==> config.mk <==
export PLATFORM = sky130hd
export DESIGN_NAME = alu_share_arb
export DESIGN_NICKNAME = d
export VERILOG_FILES = /design/src/rtl/alu_share_arb.sv
export SDC_FILE = /design/constraint.sdc
export NUM_CORES = 1
export LEC_CHECK = 0
export CORE_AREA = 5 5 120 122
export CTS_BUF_LIST = sky130_fd_sc_hd__clkbuf_8 sky130_fd_sc_hd__clkbuf_16
export DETAILED_ROUTE_END_ITERATION = 6
export DIE_AREA = 0 0 125 127
export HOLD_SLACK_MARGIN = 0.12
export PLACE_DENSITY = 0.72
export SYNTH_ARGS = -nofsm -noshare
export SYNTH_HDL_FRONTEND = slang
export SYNTH_SLANG_ARGS = --single-unit
==> constraint.sdc <==
create_clock -name clk_i -period 2.9 [get_ports clk_i]
set_clock_uncertainty 0.05 [all_clocks]
set_input_delay 0.435 -clock clk_i [delete_from_list [all_inputs] [get_ports clk_i]]
set_output_delay 0.435 -clock clk_i [all_outputs]
set_load 0.005 [all_outputs]
==> src/rtl/alu_share_arb.sv <==
// Round-robin arbiter/sequencer sharing one combinational ALU between the EX stage (r0)
// and the address/branch helper (r1), with a one-entry result slot per requester.
module alu_share_arb #(
  parameter int unsigned WIDTH = 32
) (
  input  logic             clk_i,
  input  logic             reset_i,

  input  logic             r0_valid_i,
  output logic             r0_ready_o,
  input  logic [WIDTH-1:0] r0_a_i,
  input  logic [WIDTH-1:0] r0_b_i,
  input  logic [2:0]       r0_gin_i,
  output logic             r0_rvalid_o,
  input  logic             r0_rready_i,
  output logic [WIDTH-1:0] r0_result_o,
  output logic [2:0]       r0_flags_o,

  input  logic             r1_valid_i,
  output logic             r1_ready_o,
  input  logic [WIDTH-1:0] r1_a_i,
  input  logic [WIDTH-1:0] r1_b_i,
  input  logic [2:0]       r1_gin_i,
  output logic             r1_rvalid_o,
  input  logic             r1_rready_i,
  output logic [WIDTH-1:0] r1_result_o,
  output logic [2:0]       r1_flags_o,

  output logic [WIDTH-1:0] alu_a_o,
  output logic [WIDTH-1:0] alu_b_o,
  output logic [2:0]       alu_gin_o,
  input  logic [WIDTH-1:0] alu_sum_i,
  input  logic             alu_zout_i,
  input  logic             alu_nout_i,
  input  logic             alu_ovf_i
);

  logic [1:0]       valid, rready, elig, grant;
  logic [1:0]       rvalid_d, rvalid_q;
  logic             last_grant_d, last_grant_q;
  logic [WIDTH-1:0] result_q [2];
  logic [2:0]       flags_q  [2];
  logic [WIDTH-1:0] cap_result;
  logic [2:0]       cap_flags;
  logic             illegal_op, arith_op;

  assign valid  = {r1_valid_i, r0_valid_i};
  assign rready = {r1_rready_i, r0_rready_i};
  // A slot being drained this cycle can be refilled in the same cycle.
  assign elig   = valid & (~rvalid_q | rready);

  always_comb begin
    grant = elig;
    if (elig == 2'b11) begin
      grant = last_grant_q ? 2'b01 : 2'b10;
    end
  end

  always_comb begin
    alu_a_o   = '0;
    alu_b_o   = '0;
    alu_gin_o = 3'b000;
    unique case (grant)
      2'b01: begin
        alu_a_o   = r0_a_i;
        alu_b_o   = r0_b_i;
        alu_gin_o = r0_gin_i;
      end
      2'b10: begin
        alu_a_o   = r1_a_i;
        alu_b_o   = r1_b_i;
        alu_gin_o = r1_gin_i;
      end
      default: ;
    endcase
  end

  assign illegal_op = (alu_gin_o[2:1] == 2'b10);
  // The ALU overflow output is only meaningful for add and sub.
  assign arith_op   = (alu_gin_o == 3'b010) || (alu_gin_o == 3'b110);

  always_comb begin
    if (illegal_op) begin
      cap_result = '0;
      cap_flags  = 3'b001;
    end else begin
      cap_result = alu_sum_i;
      cap_flags  = {arith_op & alu_ovf_i, alu_nout_i, alu_zout_i};
    end
  end

  always_comb begin
    rvalid_d     = rvalid_q;
    last_grant_d = last_grant_q;
    for (int i = 0; i < 2; i++) begin
      if (grant[i]) begin
        rvalid_d[i] = 1'b1;
      end else if (rready[i]) begin
        rvalid_d[i] = 1'b0;
      end
    end
    if (|grant) begin
      last_grant_d = grant[1];
    end
  end

  always_ff @(posedge clk_i) begin
    if (reset_i) begin
      rvalid_q     <= '0;
      last_grant_q <= 1'b1;
      for (int i = 0; i < 2; i++) begin
        result_q[i] <= '0;
        flags_q[i]  <= '0;
      end
    end else begin
      rvalid_q     <= rvalid_d;
      last_grant_q <= last_grant_d;
      for (int i = 0; i < 2; i++) begin
        if (grant[i]) begin
          result_q[i] <= cap_result;
          flags_q[i]  <= cap_flags;
        end
      end
    end
  end

  assign r0_ready_o  = grant[0];
  assign r1_ready_o  = grant[1];
  assign r0_rvalid_o = rvalid_q[0];
  assign r1_rvalid_o = rvalid_q[1];
  assign r0_result_o = result_q[0];
  assign r1_result_o = result_q[1];
  assign r0_flags_o  = flags_q[0];
  assign r1_flags_o  = flags_q[1];

endmodule

==> results.yml <==
pwr:
  p_int_uw: 2650
  p_seq_share_pct: 37.0
  p_clk_share_pct: 28.6
  ir_drop_v: 0.000235
  switchingPower_uw: 894
  leakage_uw: 0.00308
  switching_share_pct: 25.2
  power_density_nw_per_um2: 445
  combPwrFrac_pct: 34.4
critical_path:
  startpoint_type: "register"
  end_kind: "output pin"
  r2r_slack_ns: 0.13
  crit_family: "buffers and inverters"
  crit_buf_inv: 5
  worst_path_max_delay_cell: "dfxtp_1"
  path_max_fanout: 4
  critPathMaxStageDelay_ns: 0.36
  critPathKind: "reg -> out"
  worstPathRequired_ns: 2.41
  path_cells: "nor2b_4 -> a311o_1 -> inv_2 -> ha_4 -> buf_6 -> buf_4 -> buf_4 -> a22oi_2 -> nor2_1 -> clkdlybuf4s15_1"
  cpMostUsedCell: "buf_4"
  arrival_ns: 2.29
yosys:
  ys_warn_count: 0
  synth_top_area_share_pct: 57.5
  ys_seq_area_share_pct: 59.2
  synthDistinctLibCells: 26
  synth_cells: 298
  ys_ff_latch: 73
  synth_fp_nets: 476
  synth_top_area_cell: "edfxtp_1"
  syn_avg_cell_area_sq_um: 12.3
  ys_top_cells_by_area: "edfxtp_1, a22oi_1, nor2_1"
  synth_area_sq_um: 3650
detailed_routing:
  wl_per_cell_um: 21.5
  vias_per_cell: 4.94
  wl_met2_mm: 8.73
  highest_layer: "met4"
  drc: 0
  ant_nets: 0
  first_iter_violations: 220
  firstDrtPassIters: 5
  wl_met1_mm: 6.69
  vias: 4070
  met3WireLength_mm: 1.78
  wirelength_mm: 17.7
die:
  die_w_um: 125
  dieArea_sq_um: 15900
  rows: 42
  start_util_pct: 27.9
  coreArea_sq_um: 13100
  die_h_um: 127
  pin_count: 316
placement:
  dp_hpwl_mm: 12.3
  routabilityCongestion: 0.989
  dp_slack_ns: -0.414
  port_buffers: 315
final_layout:
  layout-drive-gt1-share_pct: 23.5
  nets: 820
  area_growth_pct: 118
  layout_commonest_cell: "clkdlybuf4s50_1"
  fill_cells: 1013
  final_cell_mix: "clkdlybuf4s50_1, edfxtp_1, nor2_1"
global_route:
  grt_overflow: 0
  grt_usage_pct: 20.4
  grt_pass1_wl_mm: 24.9
  antenna_found_initial: 2
  first_global_vias: 4242
  grt_max_degree: 55
timing:
  hold_viol: 0
  timing.final.crit_period_ns: 2.77
  max_freq_mhz: 361
  setup-violations-final: 0
  slew_violations: 0
  slew_headroom_pct: 51.0
  whs_ns: 0.536
  worst_slack_ns: 0.128
  post-route-period-util_pct: 95.6
  tightest_slew_ns: 0.735
clocking:
  cts_sinks: 73
  h-tree-depth: 3
  path_clk_slew_ns: 0.05
  clkLatencyLatePin_ns: 0.32
  cts_tree: "built"
  cts_inserted_buffers: 9
  clockBufferDepth: 2
  cts_root_buf: "clkbuf_16"
  hold_buffers: 0
status:
  status: "finished clean"
hold_path:
  timing.hold.worst.class: "in -> reg"
flow_run:
  cap_viol_max_count: 0
==> area by class of cell <==
type	count	area (sq um)	area share (%)
clock inverter	6	50.0	0.628
timing repair buffer	365	3710	46.6
sequential	73	2160	27.1
clock buffer	9	225	2.83
inverter	4	15.0	0.188
antenna	2	5.00	0.0628
multi-input combinational	189	1580	19.8
tap	176	220	2.76
==> metal layers <==
metal / GRT usage [%] / up-vias
met5: 0 / -
met4: 8.99 / 0
met3: 7.01 / 30
met2: 33.9 / 266
met1: 24.0 / 1920
li1: - / 1854
==> logic make-up after synthesis <==
| group | Yosys count | share of synthesized area (%) |
|---|---|---|
| buf+inv | 36 | 4.79 |
| flops | 73 | 59.2 |
| compound gates | 78 | 16.4 |
| fa+ha+maj | 3 | 1.03 |
| simple gates | 108 | 18.6 |
==> stage by stage <==
step / cells / utilization [%] / power, uW / cell area (sq um) / setup TNS [ns]
after floorplan: 298 / - / 1670 / 3650 / 0
after global placement: 788 / 54.8 / 2410 / 7170 / -28.31
after detailed placement: 788 / 54.8 / 2420 / 7170 / -32.32
after CTS: 817 / 59.7 / 3530 / 7820 / -1.04
after global routing: 824 / 60.9 / 3710 / 7970 / -0.0585
final: 824 / 60.9 / 3550 / 7970 / 0
==> what timing repair did <==
| item | in CTS | in global routing |
|---|---|---|
| setup endpoints to repair | 69 | 109 |
| buffers inserted | 7 | 2 |
| resized for setup | 147 | 62 |
| cloned | 7 | 3 |
| pin swaps | 6 | 9 |
==> tightest hold or removal path, cell delays in order <==
cell	delay [ns]
dlymetal6s2s_1	0.08
nand2b_4	0.14
buf_4	0.13
a21oi_1	0.06
==> power groups by stage <==
stage,registers (uW),logic (uW),clock network [uW]
after floorplan,1340,324,0
after global placement,1330,1080,0
after detailed placement,1330,1090,0
after CTS,1310,1190,1040
after global routing,1320,1300,1090
final,1310,1220,1010
==> final timing paths <==
| check | from | end | cells past startpoint |
|---|---|---|---|
| setup / recovery | rvalid_q[1] | alu_gin_o[2] | 10 |
| hold / removal | r0_rready_i | rvalid_q[0] | 4 |
| hold reg to reg | last_grant_q | last_grant_q | 2 |
| setup reg to reg | rvalid_q[1] | result_q[0][1] | 12 |
==> cell usage after synthesis <==
cell / n
dfxtp_1: 3
buf_2: 14
o21a_1: 1
a22oi_2: 3
a22o_1: 1
inv_1: 4
a21oi_1: 2
nor4b_1: 21
edfxtp_1: 70
buf_1: 6
o311ai_1: 1
ha_1: 3
a22oi_1: 65
nand2b_1: 2
o211a_1: 1
a31oi_1: 1
o31ai_1: 1
clkbuf_1: 9
nor4b_2: 13
nor2b_1: 1
o21ai_0: 1
buf_6: 3
nor3b_4: 1
nor2_1: 67
a311o_1: 1
nand2_1: 3
==> flip-flops by register name (all words and copies together), names as in the netlist <==
name and cells:
last_grant_q 1, result_q 64, flags_q 6, rvalid_q 2
No activity file was read; power rests on OpenSTA's default activity.
